File: config.mk
export PLATFORM = sky130hd
export DESIGN_NAME = seq_detect_sched
export DESIGN_NICKNAME = d
export VERILOG_FILES = /design/src/rtl/seq_detect_sched.sv
export SDC_FILE = /design/constraint.sdc
export NUM_CORES = 1
export LEC_CHECK = 0
export CORE_ASPECT_RATIO = 0.6
export CORE_MARGIN = 2
export CORE_UTILIZATION = 45
export DETAILED_ROUTE_END_ITERATION = 12
export PLACE_DENSITY = 0.76
export SYNTH_ARGS = -nofsm -noshare
export SYNTH_HDL_FRONTEND = slang
export SYNTH_SLANG_ARGS = --single-unit
File: constraint.sdc
create_clock -name clk -period 2.25 [get_ports clk]
set_clock_uncertainty 0.15 [all_clocks]
set_input_delay 0.45 -clock clk [delete_from_list [all_inputs] [get_ports clk]]
set_output_delay 0.45 -clock clk [all_outputs]
set_load 0.02 [all_outputs]
File: src/rtl/seq_detect_sched.sv
// Arbitrated byte scheduler feeding a serial "1011" detector (overlapping, MSB first).
// Define SCHED_PRIO_EN for fixed priority (req[0] highest); round-robin otherwise.
module seq_detect_sched (
  input  logic        clk,
  input  logic        reset,
  input  logic [3:0]  req,
  input  logic [31:0] din,
  output logic [3:0]  gnt,
  output logic        busy,
  output logic        done,
  output logic [1:0]  done_id,
  output logic [3:0]  match_cnt
);
  // Handshake: a requester holds req[i] high until it sees gnt[i] pulse for one
  // cycle; its byte is taken from din during that grant cycle, and req/din are
  // ignored from then until the scheduler is back in IDLE.
  typedef enum logic [1:0] {IDLE, GRANT, SHIFT, DONE} state_t;

  state_t     state, state_n;
  logic [1:0] ptr, ptr_n;
  logic [1:0] win, win_n;
  logic [7:0] shreg, shreg_n;
  logic [2:0] hist, hist_n;
  logic [3:0] cnt, cnt_n;
  logic [2:0] bitc, bitc_n;
  logic [3:0] gnt_n;
  logic       busy_n, done_n;
  logic [1:0] done_id_n;
  logic [3:0] match_n;
  logic [1:0] pick;
  logic       hit;

`ifdef SCHED_PRIO_EN
  always_comb begin
    pick = 2'd0;
    for (int k = 3; k >= 0; k--)
      if (req[k]) pick = k[1:0];
  end
`else
  logic       rr_found;
  logic [1:0] rr_idx;

  always_comb begin
    pick     = 2'd0;
    rr_found = 1'b0;
    rr_idx   = 2'd0;
    for (int k = 0; k < 4; k++) begin
      rr_idx = ptr + k[1:0];
      if (!rr_found && req[rr_idx]) begin
        rr_found = 1'b1;
        pick     = rr_idx;
      end
    end
  end
`endif

  // History starts at zero each byte; a leading zero can never complete 1011.
  assign hit = ({hist, shreg[7]} == 4'b1011);

  always_comb begin
    state_n   = state;
    ptr_n     = ptr;
    win_n     = win;
    shreg_n   = shreg;
    hist_n    = hist;
    cnt_n     = cnt;
    bitc_n    = bitc;
    gnt_n     = 4'b0000;
    busy_n    = 1'b0;
    done_n    = 1'b0;
    done_id_n = done_id;
    match_n   = match_cnt;
    case (state)
      IDLE: begin
        if (|req) begin
          state_n = GRANT;
          win_n   = pick;
          gnt_n   = 4'b0001 << pick;
          busy_n  = 1'b1;
          ptr_n   = pick + 2'd1;
        end
      end
      GRANT: begin
        state_n = SHIFT;
        shreg_n = din[{win, 3'b000} +: 8];
        hist_n  = 3'b000;
        cnt_n   = 4'd0;
        bitc_n  = 3'd0;
        busy_n  = 1'b1;
      end
      SHIFT: begin
        shreg_n = {shreg[6:0], 1'b0};
        hist_n  = {hist[1:0], shreg[7]};
        cnt_n   = cnt + {3'b000, hit};
        bitc_n  = bitc + 3'd1;
        busy_n  = 1'b1;
        if (bitc == 3'd7) begin
          state_n   = DONE;
          busy_n    = 1'b0;
          done_n    = 1'b1;
          done_id_n = win;
          match_n   = cnt + {3'b000, hit};
        end
      end
      DONE: begin
        state_n = IDLE;
      end
      default: state_n = IDLE;
    endcase
  end

  always_ff @(posedge clk) begin
    if (reset) begin
      state     <= IDLE;
      ptr       <= 2'd0;
      win       <= 2'd0;
      shreg     <= 8'd0;
      hist      <= 3'd0;
      cnt       <= 4'd0;
      bitc      <= 3'd0;
      gnt       <= 4'd0;
      busy      <= 1'b0;
      done      <= 1'b0;
      done_id   <= 2'd0;
      match_cnt <= 4'd0;
    end else begin
      state     <= state_n;
      ptr       <= ptr_n;
      win       <= win_n;
      shreg     <= shreg_n;
      hist      <= hist_n;
      cnt       <= cnt_n;
      bitc      <= bitc_n;
      gnt       <= gnt_n;
      busy      <= busy_n;
      done      <= done_n;
      done_id   <= done_id_n;
      match_cnt <= match_n;
    end
  end
endmodule

Yosys cells after proc, flatten, opt, wreduce, memory -nomap -nowiden
Cells that the tools add are included.
W data, S select, Z words.
{ "classes": {"add_sub_neg": 6, "n_mul": 0, "div_mod_pow": 0, "magnitude_cmp": 4, "n_eq_ne": 7, "shifts": 2, "muxes": 26, "bitwise_logic": 3, "reduce_logical": 14} }
{ "op_table": {"columns": ["cell", "n"], "rows": [
  ["$shiftx A32 B6 Y8", 1],
  ["$pmux W8 S2", 1],
  ["$lt A2 B3 Y1 const B", 4],
  ["$mux W2", 6],
  ["$pmux W3 S2", 2],
  ["$mux W1", 10],
  ["$bmux W1 S2", 4],
  ["$pmux W2 S4", 1],
  ["$pmux W4 S2", 1],
  ["$reduce_and A2 Y1", 3],
  ["$add A2 B1 Y2 const B", 2],
  ["$add A2 B2 Y2 const B", 2],
  ["$add A4 B1 Y4", 1],
  ["$eq A2 B2 Y1 const B", 2],
  ["$eq A4 B4 Y1 const B", 1],
  ["$ne A2 B2 Y1 const B", 2],
  ["$reduce_or A4 Y1", 1],
  ["$shl A1 B2 Y4 const A", 1],
  ["$add A3 B1 Y3 const B", 1],
  ["$eq A3 B3 Y1 const B", 1],
  ["$logic_and A1 B1 Y1", 3],
  ["$logic_not A1 Y1", 3],
  ["$not A1 Y1", 3],
  ["$pmux W1 S3", 1],
  ["other kinds (5)", 5]
]} }
{ "totals": {"register_bits": 36, "latchBits": 0, "mem_bits_rw": 0, "mem_bits_ro": 0, "word_cells": 74, "memories": 0} }

Logic depth before layout (Yosys ltp)
Gate-level depths: netlist (run 1).
{ "logic_depth": {"word_depth": 13, "ltp_mapped": 8} }

Least setup slack after synthesis (run 1)
Ideal clock, no wire load.
{ "synth_path": {"path_type": "register to register", "from": "reg state[0]", "to": "reg cnt[2]", "setup_ns": 0.128, "arrival_time_ns": 1.444, "required_time_ns": 1.972, "setup_slack_ns": 0.528, "stages_incl_launch_ff": 8, "cell_sequence": "dfxtp_1 > inv_1 > ha_1 > clkbuf_1 > clkbuf_1 > o21ai_0 > a21oi_1 > nor2_1"} }
{ "synth_via": {"elab_chain_len": 2, "word_cells_on_any_way": 4, "classes_between": "2 x eq/ne; 1 x mux; 1 x reduce/logical"} }
{ "synth_rtl": {"columns": ["element", "line_no", "rtl"], "rows": [
  ["start, declared", "19", "state_t state, state_n;"],
  ["start signal, assigned", "127", "state <= state_n;"],
  ["$eq A2 B2 Y1 or $eq A2 B1 Y1 (tied branches)", "73", "case (state)"],
  ["$pmux W4 S2 or $reduce_bool A2 Y1 (tied branches)", null, null],
  ["end signal, assigned", "132", "cnt <= cnt_n;"],
  ["end, declared", "24", "logic [3:0] cnt, cnt_n;"]
]} }
Parallel ways exist; a longest one is shown, timed or not.
A chain may end at the register's enable or synchronous reset.

Final worst setup path (run 1)
{ "layout_path": {"from": "in req[3]", "to": "reg busy"} }
{ "layout_via": {"elab_chain_len": 3} }
{ "layout_rtl": {"columns": ["element", "line_no", "rtl"], "rows": [
  ["start, declared", "6", "input logic [3:0] req,"],
  ["$reduce_or A4 Y1", "75", "if (|req) begin"],
  ["$mux W1", "75", null],
  ["$pmux W1 S3", "73", null],
  ["end signal, assigned", "135", "busy <= busy_n;"],
  ["end, declared", "9", "output logic busy,"]
]} }
Every way passes these cells.

==> results of run 1 <==
[per-layer routing]
layer,global-route usage [%],vias up
met5,0,-
met3,5.20,8
met2,29.8,49
met1,24.1,689
li1,-,793
met4,7.94,0
[state kept, by name, summed over array words and instances, names as in the netlist]
register   count
bitc           3
busy           1
cnt            4
done           1
done_id        2
gnt            4
hist           3
match_cnt      4
ptr            2
shreg          8
state          2
win            2
[stage by stage]
stage / worst slack (ns) / instance area, um^2 / total power [mW]
6_report: 0.314 / 2410 / 2.36
5_1_grt: 0.209 / 2410 / 2.54
4_1_cts: 0.298 / 2410 / 2.37
3_5_place_dp: 0.0941 / 2320 / 1.89
3_3_place_gp: 0.0966 / 2320 / 1.86
2_1_floorplan: 0.528 / 1770 / 1.59
[Yosys cell counts (all sizes together)]
cell    number  area share (%)
o21ai        1            0.28
nor4         1            0.35
a21oi       21             6.0
nand2b      14             5.0
o32a         1            0.57
inv          5             1.1
ha           9             6.4
buf          5             1.4
nand2       27             5.7
nand3b       1            0.43
xnor2        2            0.99
nand3       11             3.1
nor2        25             5.3
a211oi       4             2.0
a21o         1            0.43
clkbuf       8             1.7
and2b        1            0.43
and2         1            0.35
xor2         1            0.50
clkinv       1            0.21
nor3         4             1.1
and4b        1            0.57
dfxtp       36              41
mux4         8              10
a211o        1            0.50
nor2b        2            0.71
a311oi       7             3.5
o21a         1            0.43
[power by group through the flow]
| stage | Clock (mW) | Sequential (mW) | Combinational (mW) |
|---|---|---|---|
| 2_1_floorplan | 0 | 0.873 | 0.719 |
| 3_3_place_gp | 0 | 0.908 | 0.955 |
| 3_5_place_dp | 0 | 0.909 | 0.982 |
| 4_1_cts | 0.490 | 0.895 | 0.990 |
| 5_1_grt | 0.523 | 0.919 | 1.09 |
| 6_report | 0.482 | 0.895 | 0.987 |
[cells by family after synthesis]
| kind of cell | Yosys count | synth area share (%) |
|---|---|---|
| flip-flops | 36 | 40.8 |
| AO/OA/AOI/OAI | 37 | 13.6 |
| AND/OR/NAND/NOR | 88 | 23.1 |
| multiplexers | 8 | 10.2 |
| adder cells (fa/ha/maj) | 9 | 6.38 |
| buffers and inverters | 19 | 4.39 |
| XOR/XNOR | 3 | 1.49 |
[layout make-up]
cell class / count / area share [%]
multi-input combinational: 145 / 40.1
sequential: 36 / 29.9
timing repair buffer: 57 / 22.8
clock buffer: 6 / 3.42
tap: 47 / 2.44
inverter: 6 / 0.934
clock inverter: 2 / 0.415
[worst max-delay path, stage by stage]
cell	delay, ns
clkdlybuf4s50_1	0.47
nor4_1	0.40
buf_4	0.19
and2b_1	0.22
nor3_1	0.18
nor3_1	0.06
[worst min path at each step]
stage                     depth (start not counted)                        end                       from  slack [ns]
after global routing                              2    done_id[0]$_SDFFE_PP0P_    done_id[0]$_SDFFE_PP0P_        0.34
after CTS                                         2  match_cnt[0]$_SDFFE_PP0P_  match_cnt[0]$_SDFFE_PP0P_        0.31
after floorplan                                   2       hist[2]$_SDFFE_PP0P_       hist[2]$_SDFFE_PP0P_        0.29
final                                             2    done_id[1]$_SDFFE_PP0P_    done_id[1]$_SDFFE_PP0P_        0.31
after detailed placement                          2  match_cnt[0]$_SDFFE_PP0P_  match_cnt[0]$_SDFFE_PP0P_        0.30
after global placement                            2    done_id[1]$_SDFFE_PP0P_    done_id[1]$_SDFFE_PP0P_        0.29
==> reports/results.ini, run 1 <==
[status]
status = finished, final reports clean

[synth]
synth_cell_type_count = 31
ys_seq_area_share_pct = 40.8
synth_area_mm2 = 0.00177
yosys_warnings = 0
avgSynthCellArea_um2 = 8.83
synthCells = 200
ys_seq_elements = 36
syn_nets = 247

[global_route]
gr-total-overflow = 0
grt_usage_pct = 18.7
antenna_found_initial = 0
grt_pass1_vias = 1436
grt_max_degree = 18
grt_first_pass_wirelength_um = 6360

[critical_path]
timing.rr.start = state[0]$_SDFFE_PP0P_
cp_data_required_time_ns = 2.29
reg2reg_slack_ns = 0.40
regToRegEndpoint = shreg[6]$_SDFFE_PP0P_
cp-endpoint = busy$_SDFF_PP0_
worstPathMaxFanout = 4
critPathKind = primary input to register
startpoint = req[3]
r2r_cells = 5
endpoint_kind = register
cp.arrival_ns = 1.98
cp-start-kind = primary input

[sta]
final_max_slew_viol_count = 0
slew_headroom_pct = 62.8
fmax_mhz = 517
worstMarginPinSlew_ns = 0.557
hold_ws_ns = 0.308
rsz0062_at_grt = no
setup-violations-final = 0
setup_tns_ns = 0
fin_crit_ns = 1.94
hold_viol_final = 0
finalCritPeriodShare_pct = 86.0

[routing]
dr.pass1.iters = 4
drt-vias-per-instance = 5.15
dr_wl_met2_um = 1550
met1_length_um = 1870
drcViolationCount = 0
highest_layer = met4
wl_met3_um = 234
routed_wl_um = 3710
ant_nets = 0
drtIter0Drc = 56
wl_per_cell_um = 12.4
vias = 1539

[layout]
final_core_util_pct = 64.8
area_growth_pct = 36.6
layout_common_cells = clkdlybuf4s50_1 (49), dfxtp_1 (36), nand2_1 (27), nor2_1 (25), a21oi_1 (21)
fin_cells = 299
nets = 298
multi_input_area_um2 = 967
seqCellArea_um2 = 721
num_antenna_cells = 0
layout-drive-gt1-share_pct = 9.92
fillCellCount = 345
layout_commonest_cell = clkdlybuf4s50_1

[placed_design]
routabilityCongestion = 0.763
place_hpwl_um = 2830
dp.cells = 291
portBuffers = 49

[clock_network]
numCtsBuffers = 5
htree_levels = 2
cts.sinks = 36
cts_tree = built
post_cts_resized = 0
clkTransAtPathRegs_ns = 0.07
clockBufferDepth = 2
ctsHoldBuffers = 0
root_buffer = clkbuf_8
cts_setup_buffers = 0
clk_latency_ns = 0.29

[die]
fp.dieH_um = 52.5
pin_count = 50
die_w_um = 84.9
row_count = 17
floorplan.initialDensity_pct = 47.4
core_area_mm2 = 0.00372
die_area_mm2 = 0.00446

[power_and_ir_drop]
p_sw_share_pct = 36.4
p_leak_nw = 0.911
power_frac_seq_pct = 37.9
p_switching_mw = 0.862
p_int_mw = 1.50
pwr-share-clk_pct = 20.4
combPwrFrac_pct = 41.8
power_density_mw_per_mm2 = 980
peakVddDrop_mv = 0.581

[flow_run]
cap_viol_max_count = 0

[min_path]
hp-class = register to register

No activity file was read; power rests on OpenSTA's default activity.
==> run 2, diff against run 1 <==
==> constraint.sdc (replaced) <==
create_clock -name clk -period 2.25 [get_ports clk]
set_clock_uncertainty 0.15 [all_clocks]
set_input_delay 0.3375 -clock clk [delete_from_list [all_inputs] [get_ports clk]]
set_output_delay 0.3375 -clock clk [all_outputs]
set_load 0.02 [all_outputs]
==> run 2 against run 1 <==
Effect of this change: combinational power decreased by 2%; register-to-register slack worse by 0.08 ns; sequential power increased by 0.7%; utilization rose by 0.20 points; fmax is 0.54% higher; first-iteration DRC count fell by 3.6%; global-route usage increased by 0.37 points; final area is 0.31% higher; worst hold slack worse by 0.0020 ns; worst setup slack improved by 0.010 ns; non-clock buffer count is 1 lower.
==> reports/results.ini, run 2 (synthesis results as in run 1) <==
[status]
status = finished, final reports clean

[routing]
wl_per_cell_um = 12.7  ; +2.4%
vias = 1498  ; -2.7%
drt-vias-per-instance = 5.03  ; -2.3%
drcViolationCount = 0  ; unchanged
ant_nets = 0  ; unchanged
drtIter0Drc = 54  ; -3.6%
dr.pass1.iters = 4  ; unchanged
routed_wl_um = 3790  ; +2.1%

[clock_network]
cts_setup_buffers = 0  ; unchanged
cts_tree = built
post_cts_resized = 0  ; unchanged
clkTransAtPathRegs_ns = 0.07  ; about the same
numCtsBuffers = 5  ; unchanged
clk_latency_ns = 0.29  ; about the same
root_buffer = clkbuf_8
cts.sinks = 36  ; unchanged
clockBufferDepth = 2  ; unchanged
ctsHoldBuffers = 0  ; unchanged
htree_levels = 2  ; unchanged

[flow_run]
cap_viol_max_count = 0  ; unchanged

[placed_design]
routabilityCongestion = 0.772  ; +1.2%
portBuffers = 49  ; unchanged
place_hpwl_um = 2850  ; +0.68%
dp.cells = 290  ; -0.34%

[sta]
worstMarginPinSlew_ns = 0.534  ; -0.0227 ns
fin_crit_ns = 1.93  ; -0.0105 ns
final_max_slew_viol_count = 0  ; unchanged
rsz0062_at_grt = no
setup_tns_ns = 0  ; unchanged
finalCritPeriodShare_pct = 85.6  ; -0.47 points
slew_headroom_pct = 64.3  ; +1.5 points
fmax_mhz = 519  ; +0.54%
setup-violations-final = 0  ; unchanged
hold_viol_final = 0  ; unchanged

[global_route]
grt_pass1_vias = 1438  ; +0.14%
grt_first_pass_wirelength_um = 6430  ; +1.1%
gr-total-overflow = 0  ; unchanged
grt_usage_pct = 19.1  ; +0.37 points
grt_max_degree = 19  ; +1
antenna_found_initial = 0  ; unchanged

[power_and_ir_drop]
p_sw_share_pct = 35.1  ; -1.4 points
p_leak_nw = 0.910  ; about the same
peakVddDrop_mv = 0.652  ; +12%
power_density_mw_per_mm2 = 1010  ; +2.6%
p_int_mw = 1.58  ; +5.1%
power_frac_seq_pct = 37.0  ; -0.9 points
p_switching_mw = 0.853  ; -0.98%
combPwrFrac_pct = 40.0  ; -1.8 points
pwr-share-clk_pct = 23.0  ; +2.6 points

[layout]
regMostFlops = shreg
largest_reg_flops = 8  ; unchanged
fin_cells = 298  ; -0.33%
layout-drive-gt1-share_pct = 9.16  ; -0.76 points
layout_common_cells = clkdlybuf4s50_1 (49), dfxtp_1 (36), nand2_1 (27), nor2_1 (25), a21oi_1 (21)
area_growth_pct = 37.1
layout_commonest_cell = clkdlybuf4s50_1
nets = 297  ; -0.34%
num_antenna_cells = 0  ; unchanged

[die]
core_area_mm2 = 0.00372  ; unchanged
die_w_um = 84.9  ; unchanged
fp.dieH_um = 52.5  ; unchanged
pin_count = 50  ; unchanged
die_area_mm2 = 0.00446  ; unchanged
row_count = 17  ; unchanged
floorplan.initialDensity_pct = 47.4  ; unchanged

[critical_path]
cp.arrival_ns = 1.97  ; about the same
worstPathMaxFanout = 16  ; +12
endpoint_kind = register
cp_data_required_time_ns = 2.30  ; about the same
cp-start-kind = register
critPathKind = register to register

[min_path]
hp-class = register to register

==> run 2: cell types whose count changed in the layout (fill, tap and decap cells not counted) <==
cell       previous run  this run
clkbuf_8              6         5
clkbuf_1              0         1
buf_4                 8         7
bufinv_16             0         1
clkinv_2              2         1
==> run 2: final timing paths <==
| kind | from | slack, ns | end | cells after the start |
|---|---|---|---|---|
| worst max-delay path | state[0]$_SDFFE_PP0P_ | 0.32 | shreg[1]$_SDFFE_PP0P_ | 5 |
| worst min-delay path | match_cnt[1]$_SDFFE_PP0P_ | 0.31 | match_cnt[1]$_SDFFE_PP0P_ | 2 |
| worst max register to register | state[0]$_SDFFE_PP0P_ | 0.32 | shreg[1]$_SDFFE_PP0P_ | 5 |
| worst min register to register | match_cnt[1]$_SDFFE_PP0P_ | 0.31 | match_cnt[1]$_SDFFE_PP0P_ | 2 |
==> run 2: final cells by class <==
| type | count | area, um^2 |
|---|---|---|
| Fill cell | 318 | 1300 |
| Multi-Input combinational cell | 145 | 967 |
| Sequential cell | 36 | 721 |
| Timing Repair Buffer | 56 | 543 |
| Clock buffer | 6 | 72.6 |
| Tap cell | 47 | 58.8 |
| Clock inverter | 2 | 35.0 |
| Inverter | 6 | 22.5 |
==> run 2: power groups by stage <==
stage	Combinational, mW	Clock (mW)	Sequential [mW]
detailed placement	0.972	0	0.911
global route	1.09	0.599	0.922
finish	0.972	0.560	0.901
floorplan	0.719	0	0.873
CTS	0.976	0.572	0.901
global placement	0.951	0	0.908
==> run 2: worst max-delay path: stages, from the launching register on <==
cell and delay, ns:
dfxtp_1 0.40, inv_1 0.11, ha_1 0.58, buf_4 0.29, nor2_1 0.06, a311oi_1 0.24
==> run 2: metrics by stage <==
stage	power [mW]	setup slack, ns	cell area (um^2)	hold slack, ns	util (%)
3_3_place_gp	1.86	0.215	2310	0.293	62.1
6_report	2.43	0.325	2420	0.306	65.0
3_5_place_dp	1.88	0.166	2310	0.297	62.1
5_1_grt	2.61	0.143	2420	0.336	65.0
2_1_floorplan	1.59	0.528	1770	0.292	-
4_1_cts	2.45	0.310	2420	0.307	65.0
==> run 2: routing by layer <==
| layer | vias up | routed length (um) | global-route usage (%) |
|---|---|---|---|
| met1 | 649 | 1920 | 24.6 |
| met5 | - | 0 | 0 |
| met4 | 0 | 43 | 6.61 |
| met3 | 7 | 274 | 7.40 |
| li1 | 791 | - | - |
| met2 | 51 | 1550 | 29.4 |
==> run 3, diff against run 2 <==
--- a/config.mk
+++ b/config.mk
@@ -10,6 +10,7 @@
 export CORE_UTILIZATION = 45
 export DETAILED_ROUTE_END_ITERATION = 12
 export PLACE_DENSITY = 0.76
+export SETUP_SLACK_MARGIN = 0.02
 export SYNTH_ARGS = -nofsm -noshare
 export SYNTH_HDL_FRONTEND = slang
 export SYNTH_SLANG_ARGS = --single-unit
==> results of run 3 <==
No change in the layout: final DEF, timing and power equal those of run 2.
